===== src/rtl/irq_controller_if.sv =====
// Register-access bus between the device mux (master) and the interrupt controller (slave).
interface irq_controller_if;
  logic [15:0] data_write;
  logic [15:0] data_read;
  logic [7:0]  addr;
  logic        uds;
  logic        lds;
  logic        rw;
  logic        ack;

  modport master (
    output data_write, addr, uds, lds, rw,
    input  data_read, ack
  );

  modport slave (
    input  data_write, addr, uds, lds, rw,
    output data_read, ack
  );
endinterface


===== src/rtl/irq_controller.sv =====
// Interrupt controller: synchronises and latches peripheral requests, masks them and drives ipl_n.
// Optional per-source level sensitivity (MODE register at 0x06) is built with `define IRQ_LEVEL_MODE_EN.
module irq_controller #(
  parameter int NUM_SRC = 7
) (
  input  logic               clk,
  input  logic               reset_n,
  input  logic [NUM_SRC-1:0] irq,
  irq_controller_if.slave    bus,
  output logic [2:0]         ipl_n
);

  localparam logic [6:0] ADDR_PENDING = 7'h00;
  localparam logic [6:0] ADDR_ENABLE  = 7'h01;
  localparam logic [6:0] ADDR_CTRL    = 7'h02;
  localparam logic [6:0] ADDR_MODE    = 7'h03;

  typedef enum logic {
    IDLE,
    DONE
  } bus_state_t;

  bus_state_t state_reg, state_next;

  logic [NUM_SRC-1:0] sync1_reg, sync2_reg, sync2_d_reg;
  logic [NUM_SRC-1:0] rise;
  logic [NUM_SRC-1:0] pending_reg, pending_next;
  logic [NUM_SRC-1:0] pending_eff;
  logic [NUM_SRC-1:0] enable_reg, enable_next;
  logic [NUM_SRC-1:0] clr;
  logic [NUM_SRC-1:0] active;
  logic               gie_reg, gie_next;
  logic               ack_reg, ack_next;
  logic [15:0]        data_read_reg, data_read_next;
  logic [15:0]        read_word;
  logic [15:0]        lane_mask;
  logic [2:0]         ipl_n_reg;
  logic [2:0]         lvl;
  logic [6:0]         word_addr;
  logic               strobe;
  logic               do_access;
  logic               do_write;
  logic               do_read;
  logic               unused_addr_lsb;

`ifdef IRQ_LEVEL_MODE_EN
  logic [NUM_SRC-1:0] mode_reg, mode_next;
`endif

  assign strobe          = bus.uds | bus.lds;
  assign word_addr       = bus.addr[7:1];
  assign unused_addr_lsb = bus.addr[0];
  assign lane_mask       = {{8{bus.uds}}, {8{bus.lds}}};
  assign do_access       = (state_reg == IDLE) && strobe;
  assign do_write        = do_access && !bus.rw;
  assign do_read         = do_access && bus.rw;

  // Rising-edge detect on the synchronised request, one bit per source.
  generate
    for (genvar gi = 0; gi < NUM_SRC; gi++) begin : g_edge
      assign rise[gi] = sync2_reg[gi] & ~sync2_d_reg[gi];
    end
  endgenerate

  always_ff @(posedge clk or negedge reset_n) begin
    if (!reset_n) begin
      sync1_reg   <= '0;
      sync2_reg   <= '0;
      sync2_d_reg <= '0;
    end else begin
      sync1_reg   <= irq;
      sync2_reg   <= sync1_reg;
      sync2_d_reg <= sync2_reg;
    end
  end

  // Level-sensitive sources follow the synchronised input directly, not the latch.
`ifdef IRQ_LEVEL_MODE_EN
  assign pending_eff = (pending_reg & ~mode_reg) | (sync2_reg & mode_reg);
`else
  assign pending_eff = pending_reg;
`endif

  always_comb begin
    enable_next = enable_reg;
    gie_next    = gie_reg;
    clr         = '0;
`ifdef IRQ_LEVEL_MODE_EN
    mode_next   = mode_reg;
`endif
    if (do_write) begin
      case (word_addr)
        ADDR_PENDING: clr = NUM_SRC'(bus.data_write & lane_mask);
        ADDR_ENABLE:  enable_next = NUM_SRC'((16'(enable_reg) & ~lane_mask) |
                                             (bus.data_write & lane_mask));
        ADDR_CTRL:    if (bus.lds) gie_next = bus.data_write[0];
`ifdef IRQ_LEVEL_MODE_EN
        ADDR_MODE:    mode_next = NUM_SRC'((16'(mode_reg) & ~lane_mask) |
                                           (bus.data_write & lane_mask));
`endif
        default: ;
      endcase
    end
    // A new edge on the same bit as a clear wins, so the request is never lost.
    pending_next = (pending_reg & ~clr) | rise;
`ifdef IRQ_LEVEL_MODE_EN
    pending_next = (pending_next & ~mode_reg) | (sync2_reg & mode_reg);
`endif
  end

  assign active = pending_eff & enable_reg & {NUM_SRC{gie_reg}};

  always_comb begin
    lvl = 3'd0;
    for (int i = 0; i < NUM_SRC; i++) begin
      if (active[i]) lvl = 3'(i + 1);
    end
  end

  always_comb begin
    read_word = 16'h0000;
    case (word_addr)
      ADDR_PENDING: read_word = 16'(pending_eff);
      ADDR_ENABLE:  read_word = 16'(enable_reg);
      ADDR_CTRL:    read_word = {5'b0, lvl, 7'b0, gie_reg};
`ifdef IRQ_LEVEL_MODE_EN
      ADDR_MODE:    read_word = 16'(mode_reg);
`endif
      default:      read_word = 16'h0000;
    endcase
  end

  always_comb begin
    state_next     = state_reg;
    ack_next       = 1'b0;
    data_read_next = data_read_reg;
    case (state_reg)
      IDLE: begin
        if (strobe) begin
          ack_next   = 1'b1;
          state_next = DONE;
          if (do_read) data_read_next = read_word;
        end
      end
      DONE: begin
        if (!strobe) state_next = IDLE;
      end
      default: state_next = IDLE;
    endcase
  end

  always_ff @(posedge clk or negedge reset_n) begin
    if (!reset_n) begin
      state_reg     <= IDLE;
      ack_reg       <= 1'b0;
      data_read_reg <= 16'h0000;
      pending_reg   <= '0;
      enable_reg    <= '0;
      gie_reg       <= 1'b0;
      ipl_n_reg     <= 3'b111;
`ifdef IRQ_LEVEL_MODE_EN
      mode_reg      <= '0;
`endif
    end else begin
      state_reg     <= state_next;
      ack_reg       <= ack_next;
      data_read_reg <= data_read_next;
      pending_reg   <= pending_next;
      enable_reg    <= enable_next;
      gie_reg       <= gie_next;
      ipl_n_reg     <= ~lvl;
`ifdef IRQ_LEVEL_MODE_EN
      mode_reg      <= mode_next;
`endif
    end
  end

  assign bus.ack       = ack_reg;
  assign bus.data_read = data_read_reg;
  assign ipl_n         = ipl_n_reg;

endmodule


===== src/flat_wrapper.sv =====
// flat-port wrapper written by rule: the top's interface ports become plain ports
module irq_controller_flat 
#(
  parameter int NUM_SRC = 7
)
  (clk, reset_n, irq, ipl_n, bus_data_write, bus_addr, bus_uds, bus_lds, bus_rw, bus_data_read, bus_ack);
  irq_controller_if bus_i ();
  input  logic clk;
  input  logic reset_n;
  input  logic [NUM_SRC-1:0] irq;
  output logic [2:0] ipl_n;
  input wire logic [$bits(bus_i.data_write)-1:0] bus_data_write;
  input wire logic [$bits(bus_i.addr)-1:0] bus_addr;
  input wire logic [$bits(bus_i.uds)-1:0] bus_uds;
  input wire logic [$bits(bus_i.lds)-1:0] bus_lds;
  input wire logic [$bits(bus_i.rw)-1:0] bus_rw;
  output wire logic [$bits(bus_i.data_read)-1:0] bus_data_read;
  output wire logic [$bits(bus_i.ack)-1:0] bus_ack;
  assign bus_i.data_write = bus_data_write;
  assign bus_i.addr = bus_addr;
  assign bus_i.uds = bus_uds;
  assign bus_i.lds = bus_lds;
  assign bus_i.rw = bus_rw;
  assign bus_data_read = bus_i.data_read;
  assign bus_ack = bus_i.ack;
  irq_controller #(.NUM_SRC(NUM_SRC)) u_core (.clk(clk), .reset_n(reset_n), .irq(irq), .bus(bus_i), .ipl_n(ipl_n));
endmodule

===== config.mk =====
export PLATFORM = sky130hd
export DESIGN_NAME = irq_controller_flat
export DESIGN_NICKNAME = d
export VERILOG_FILES = /design/src/rtl/irq_controller_if.sv /design/src/rtl/irq_controller.sv /design/src/flat_wrapper.sv
export SDC_FILE = /design/constraint.sdc
export NUM_CORES = 1
export LEC_CHECK = 0
export ABC_AREA = 1
export CORE_MARGIN = 2
export CORE_UTILIZATION = 30
export DETAILED_ROUTE_END_ITERATION = 16
export PLACE_DENSITY = 0.59
export RECOVER_POWER = 100
export SETUP_SLACK_MARGIN = 0.02
export SLEW_MARGIN = 20
export SYNTH_ARGS = -nofsm -noshare
export SYNTH_HDL_FRONTEND = slang
export SYNTH_SLANG_ARGS = --single-unit
export TNS_END_PERCENT = 1

===== constraint.sdc =====
create_clock -name clk -period 1.9 [get_ports clk]
set_input_delay 0.38 -clock clk [delete_from_list [all_inputs] [get_ports clk]]
set_output_delay 0.38 -clock clk [all_outputs]
set_load 0.01 [all_outputs]

==> summary by stage, run 1 <==
Run status
The flow ran to the end, and the final reports show no timing, DRC or antenna violations.

Clock network
The setup fix buffers added after clock tree synthesis is 0. The clock tree synthesis step divided the H-tree into 2 levels. After clock tree synthesis, the clock-pin slew on the worst setup and hold paths is 0.09 ns.

Once the clock tree was built, the resizer swapped 0 gates to a different size. The count of clock tree sinks is 51. The number of buffers inserted during clock tree synthesis is 5. The clock passes through at most 2 buffers. The clock latency on the worst-skew pair is 0.30 ns. Hold repair after CTS inserted 0 buffers.

The TritonCTS clock tree is yes. The cell sitting at the root of the clock tree is a clkbuf_8.

Placed design
The placement-stage cell area is 2541 um^2. The routability-driven placement congestion ratio is 0.7258. After legalization and detailed placement, the total HPWL measured 2.618 mm. Buffers placed on the I/O ports in this run total 39.

Critical path
The register-to-register path setup slack is ~0.6 ns. The largest driver fanout on the critical path is 1. The largest incremental delay on the critical path is 0.59 ns.

The kind of end point of the critical path is an output port. The number of buffer and inverter instances along the worst setup path is 1. The data arrival time of the critical path is 1.41 ns. The signal on the critical path passes through dlygate4sd3_1.

The family of cells with the greatest summed delay on the critical path is buffers and inverters. The worst setup path is launched from a flip-flop. At the worst endpoint, the required time is around 1.5 ns.

The critical path in this run is classified as flip-flop to output port. The standard cell with the maximum stage delay on the critical path is dlygate4sd3_1.

Finish
Leaving out fill and tap cells, the most frequent cells in the layout are 69 x nand2_1, 48 x dfrtp_1, 28 x inv_1, 23 x nand3_1, 22 x dlygate4sd3_1. The share of cells above drive strength 1 is 0.08812. Summing all non-filler instances in the final layout gives an area of ~2600 um^2. The number of antenna diodes in the final layout is 0.

Leaving out fill and tap cells, the most frequent cell in the layout is nand2_1. From synthesis to final layout, the design area changed by 26.53%. The net count of the finished layout is 296.

Pwr
For this design the ratio of total power to cell area is 731.7 nW/um^2. The leakage power summed over all cells is 1.334 nW. The worst-case IR drop observed on VDD is roughly 480 uV.

Route
In the final routed layout, each cell accounts on average for 9.894 um. The total routed wirelength is 3.374 mm. The number of detailed-routing iterations run before antenna repair is 4.

The first routing iteration left 54 violations. The routed layout has approximately 1400 vias. The residual antenna-violating net count after detailed routing is 0. In the routed layout, each cell is associated on average with a via count of between 4 and 5. The number of design rule violations left after detail routing is 0.

Global route
The total congestion overflow is 0. The number of global-route vias before repair is 1359. The global-route wire length before repair is 5.823 mm. The total routing resource utilization after global routing is 0.09873.

The number of antenna violations at the first check in global routing came to 0. Entering global routing, the biggest net connects 52 pins.

Synthesis
The distinct cell type count of the synthesized netlist is 21. The mean post-synth cell area is 9.655 um^2. After synthesis the netlist holds a flip-flop and latch count of 51. Summed over all instances, the cell type with the most area after synthesis is dfrtp_1. Sorting the synthesized cells by area gives the leading types as dfrtp_1 59%, nand2_1 12%, nand3_1 5.6%.

The yosys synthesis warning count is 0. Summing every instance area after synthesis gives 2047 um^2. Synthesis produced 212 cells.

The number of flops mapped to enable cells by yosys is 0. The share of synthesized registers carrying an async set or reset is 1.000. The post-synthesis sequential area ratio is 0.6253. The primary flip-flop cell chosen by synthesis mapping is dfrtp_1. The fraction of post-synthesis cell area in the top cell type by area is 0.5868.

STA
The max-slew violation count came to 0. The clock skew is 0.005209 ns. Adding up every negative setup slack in the final design gives 0 ns. Setup violations remaining at the end of the flow were counted as 0.

Setup repair after global routing left no endpoint under its margin. The maximum frequency from static timing analysis is 558.9 MHz. The time the final worst path needs with I/O delays and setup is about 1.8 ns. The slew of the pin with the lowest slew margin is 1.168 ns. The final hold violation count is 0.

The final worst-path cycle share is 0.9418. Measured against its own limit, the worst slew margin works out to 0.2212.

Floorplanning
The initial utilization of the core area, before any placement, comes to 0.3064. The I/O pin total is 56. From left edge to right edge, the die measures 86.60 um. The area of the die is between 7000 and 8000 um^2.

The floorplan core area is approximately 6700 um^2. The die is 86.60 um tall. In this run the core area contains 30 standard-cell rows.

Hold path
The worst hold path class is flip-flop to flip-flop.

Flow run
The total of max-cap violations is 0.
[per-stage QoR]
step	setup WS [ns]	util	hold slack, ns	cells	power, W
after floorplan	0.6143	-	0.08441	217	0.001210
final	0.1106	0.3876	0.3522	341	0.001895
after CTS	0.1561	0.3946	0.05887	341	0.001947
after detailed placement	0.04404	0.3803	0.3347	333	0.001310
after global placement	0.06294	0.3803	0.3312	333	0.001306
after global routing	0.06009	0.3876	0.3589	341	0.002002
[cells in the mapped netlist, types with 2 or more instances]
master / number
nand2_1: 68
dfrtp_1: 48
inv_1: 28
nand3_1: 23
o21ai_1: 9
buf_4: 7
o21ai_2: 7
nor2_1: 4
dfstp_2: 3
nand2_2: 2
nor3_4: 2
o21ai_0: 2
[final cells by class]
class / instances / area (um^2)
multi-input cells: 129 / 585.6
inverters: 28 / 105.1
flip-flops and latches: 51 / 1280
fillers: 693 / 4091
clock inverters: 1 / 8.758
repair buffers: 45 / 424.2
clock buffers: 7 / 86.33
well taps: 80 / 100.1
[path summary, 6_finish.rpt]
kind,startpoint,endpoint,cells after the start
max,u_core.ipl_n[1],ipl_n[1],1
min,u_core.sync1_reg[5],u_core.sync2_reg[5],0
max reg2reg,u_core.state_reg,u_core.pending_eff[0],6
min reg2reg,u_core.sync1_reg[5],u_core.sync2_reg[5],0
max in group asynchronous,reset_n,u_core.bus.data_read[0],2
min in group asynchronous,reset_n,u_core.sync1_reg[5],2
[where the power goes]
part / total [W] / switching [W] / internal [W]
logic: 0.000137 / 0.0000715 / 0.0000655
registers: 0.00113 / 0.0000116 / 0.00112
clock network: 0.000627 / 0.000329 / 0.000298
total: 0.00190 / 0.000412 / 0.00148
[metal layers]
metal  vias to the layer above  part of all wire  track usage  wire [um]
met5                         -                 0            0          0
met4                         0             0.023      0.04545         78
met3                         9             0.049      0.02571        164
met2                        36              0.48       0.1643       1613
met1                       616              0.45       0.1198       1517
li1                        745                 -            -          -
[cell families (layout without fill, tap and decap cells)]
kind of cell	count (synthesis)	in the layout	synth area share
compound gates	19	19	0.05929
buf+inv	37	81	0.08435
flops	51	51	0.6253
other cells	1	6	0.001832
simple gates	104	104	0.2292
Note: power is estimated with default switching activity, not from simulation.
==> run 2, diff against run 1 <==
--- a/config.mk
+++ b/config.mk
@@ -6,7 +6,6 @@
 export NUM_CORES = 1
 export LEC_CHECK = 0
 export ABC_AREA = 1
-export CORE_MARGIN = 2
 export CORE_UTILIZATION = 30
 export DETAILED_ROUTE_END_ITERATION = 16
 export PLACE_DENSITY = 0.59
==> summary by stage, run 2 (same netlist as run 1, synthesis figures left out) <==
Clock network
The count of cells resized by post-cts repair is 0 (unchanged). The setup fix buffers added after clock tree synthesis is 0 (unchanged). The buffer levels on the longest clock path is 2 (unchanged). The number of buffers added to fix hold violations after cts came to 0 (unchanged).

The count of clock tree sinks is 51 (unchanged). The clock latency on the worst-skew pair came to 0.30 ns (about the same). The number of buffers inserted during clock tree synthesis is 5 (unchanged).

The cell sitting at the root of the clock tree is a clkbuf_8. The clock edge transition at the registers on the reported setup and hold paths was 0.09 ns (about the same). The maximum level of the CTS H-tree is 2 (unchanged). TritonCTS built the clock tree.

Floorplanning
The die outline width was 84.60 um (-2.3%). The area of the die is 7157 um^2 (-4.6%). The initial cell density of the core is 0.3169 (+0.01056). The I/O pin total is 56 (unchanged). The floorplan core area was 6459 um^2 (-3.3%). The die height is 84.60 um (-2.3%). The number of rows in the core area came to 29 (-3.3%).

Critical path
The register-to-register path setup slack was 0.60 ns (about the same). The required time of the worst setup path is 1.52 ns (about the same). The number of buffer and inverter instances along the worst setup path is 1 (unchanged).

The largest driver fanout on the critical path is 1 (unchanged). The signal on the critical path passes through dlygate4sd3_1. The data arrival time of the critical path is 1.41 ns (about the same). The startpoint of the worst-slack reg-to-reg timing path is u_core.state_reg.

The largest incremental delay on the critical path came to 0.59 ns (about the same). The kind of end point of the critical path is an output port. The kind of start point of the critical path is a flip-flop. The family of cells with the greatest summed delay on the critical path is buffers and inverters.

The endpoint identified for the worst register-to-register timing path is u_core.pending_eff[5]. The critical path is of the flip-flop to output port type. The standard cell with the maximum stage delay on the critical path is dlygate4sd3_1. The length in cells of the worst reg-to-reg path is 6 (unchanged).

STA
The post-route worst hold slack is 0.2294 ns (-0.1228 ns). The total setup violations reported at the end of the flow is 0 (unchanged). The headroom to the max-slew limit is 0.3107 (+0.08948). The time the final worst path needs with I/O delays and setup is 1.793 ns (+0.003519 ns).

The slew of the pin with the lowest slew margin is 1.034 ns (-0.1342 ns). The final hold violation count is 0 (unchanged). The maximum frequency from static timing analysis came to 557.8 MHz (-0.20%). Setup repair after global routing left no endpoint under its margin.

The final-layout setup total negative slack is 0 ns (unchanged). The clock skew came to 0.003593 ns (-0.001616 ns). The max-slew violation count is 0 (unchanged). The final worst-path cycle share is 0.9436 (+0.001852).

Finish
The library cell used most frequently in the layout, excluding fill and tap cells, is nand2_1. The final net count is 296 (unchanged). The utilization of the core after routing is 0.4006 (+0.01298). The synthesis-to-finish area growth came to 26.41% (about the same). Leaving out fill and tap cells, the most frequent cells in the layout are 69 x nand2_1, 48 x dfrtp_1, 28 x inv_1, 23 x nand3_1, 21 x dlygate4sd3_1. The share of cells above drive strength 1 is 0.08046 (-0.007663). The number of antenna cells inserted is 0 (unchanged).

Global route
The pin count of the biggest net entering global routing is 34 (-35%). The number of antenna violations at the first check in global routing is 0 (unchanged). The number of global-route vias before repair is 1431 (+5.3%).

The total congestion overflow is 0 (unchanged). The global-route wire length before repair is 6.106 mm (+4.9%). The total routing resource utilization after global routing is 0.1073 (+0.008533).

Route
The total routed wirelength came to 3.504 mm (+3.9%). The routed via count divided by cell count is 4.260 (+3.3%). The average wire per standard cell was 10.37 um (+4.8%). The number of design rule violations left after detail routing is 0 (unchanged). The violation count after the first detailed-route iteration is 82 (+52%). The detailed-route via count came to 1440 (+2.4%). The residual antenna-violating net count after detailed routing is 0 (unchanged). The number of detailed-routing iterations run before antenna repair is 12 (+8).

Pwr
The power density of the placed cells is 731.2 nW/um^2 (about the same). The maximum resistive drop on vdd came to 400.1 uV (-16%). The leakage power summed over all cells is 1.323 nW (-0.80%).

Flow run
The total of max-cap violations is 0 (unchanged).

Placed design
The count of input and output buffers is 39 (unchanged). The routability-driven placement congestion ratio is 0.7319 (+0.84%). The post-DP HPWL is 2.687 mm (+2.7%).

Hold path
The worst hold path class is primary input to asynchronous set/reset pin.

Run status
The flow ran to the end, and the final reports show no timing, DRC or antenna violations.
-- run 2: worst max path at each step --
stage / startpoint / endpoint / slack (ns) / cells past startpoint
final: u_core.ipl_n[0] / ipl_n[0] / 0.11 / 1
after global placement: bus_addr[1] / flip-flop / 0.06 / 6
after global routing: bus_addr[3] / u_core.pending_eff[4] / 0.07 / 9
after CTS: u_core.ipl_n[0] / ipl_n[0] / 0.16 / 1
after detailed placement: bus_addr[1] / flip-flop / 0.03 / 6
after floorplan: bus_addr[3] / u_core.pending_eff[0] / 0.61 / 8
-- run 2: where the power goes --
| part | switching (W) | internal, W |
|---|---|---|
| clock network | 0.000354 | 0.000265 |
| logic | 0.0000732 | 0.0000691 |
| registers | 0.0000116 | 0.00112 |
-- run 2: cell type report --
class / count / area (um^2)
fillers: 689 / 3871
flip-flops and latches: 51 / 1280
multi-input cells: 129 / 579.3
repair buffers: 45 / 437.9
inverters: 28 / 105.1
well taps: 77 / 96.34
clock buffers: 6 / 72.57
clock inverters: 2 / 16.27
-- run 2: routing by layer --
metal  GRT usage  share of wire  vias to the layer above
met5           0              0                        -
met4     0.03698         0.0088                        0
met3     0.02950          0.046                        6
met2      0.1833           0.47                       41
met1      0.1309           0.47                      646
li1            -              -                      747
-- run 2: through the flow --
step	worst slack [ns]	power, W	instances	instance area [um^2]
after floorplan	0.6143	0.001210	217	2066
after CTS	0.1603	0.001937	338	2626
after global placement	0.06364	0.001306	330	2537
after detailed placement	0.02884	0.001310	330	2537
final	0.1071	0.001892	338	2587
after global routing	0.07018	0.001977	338	2587
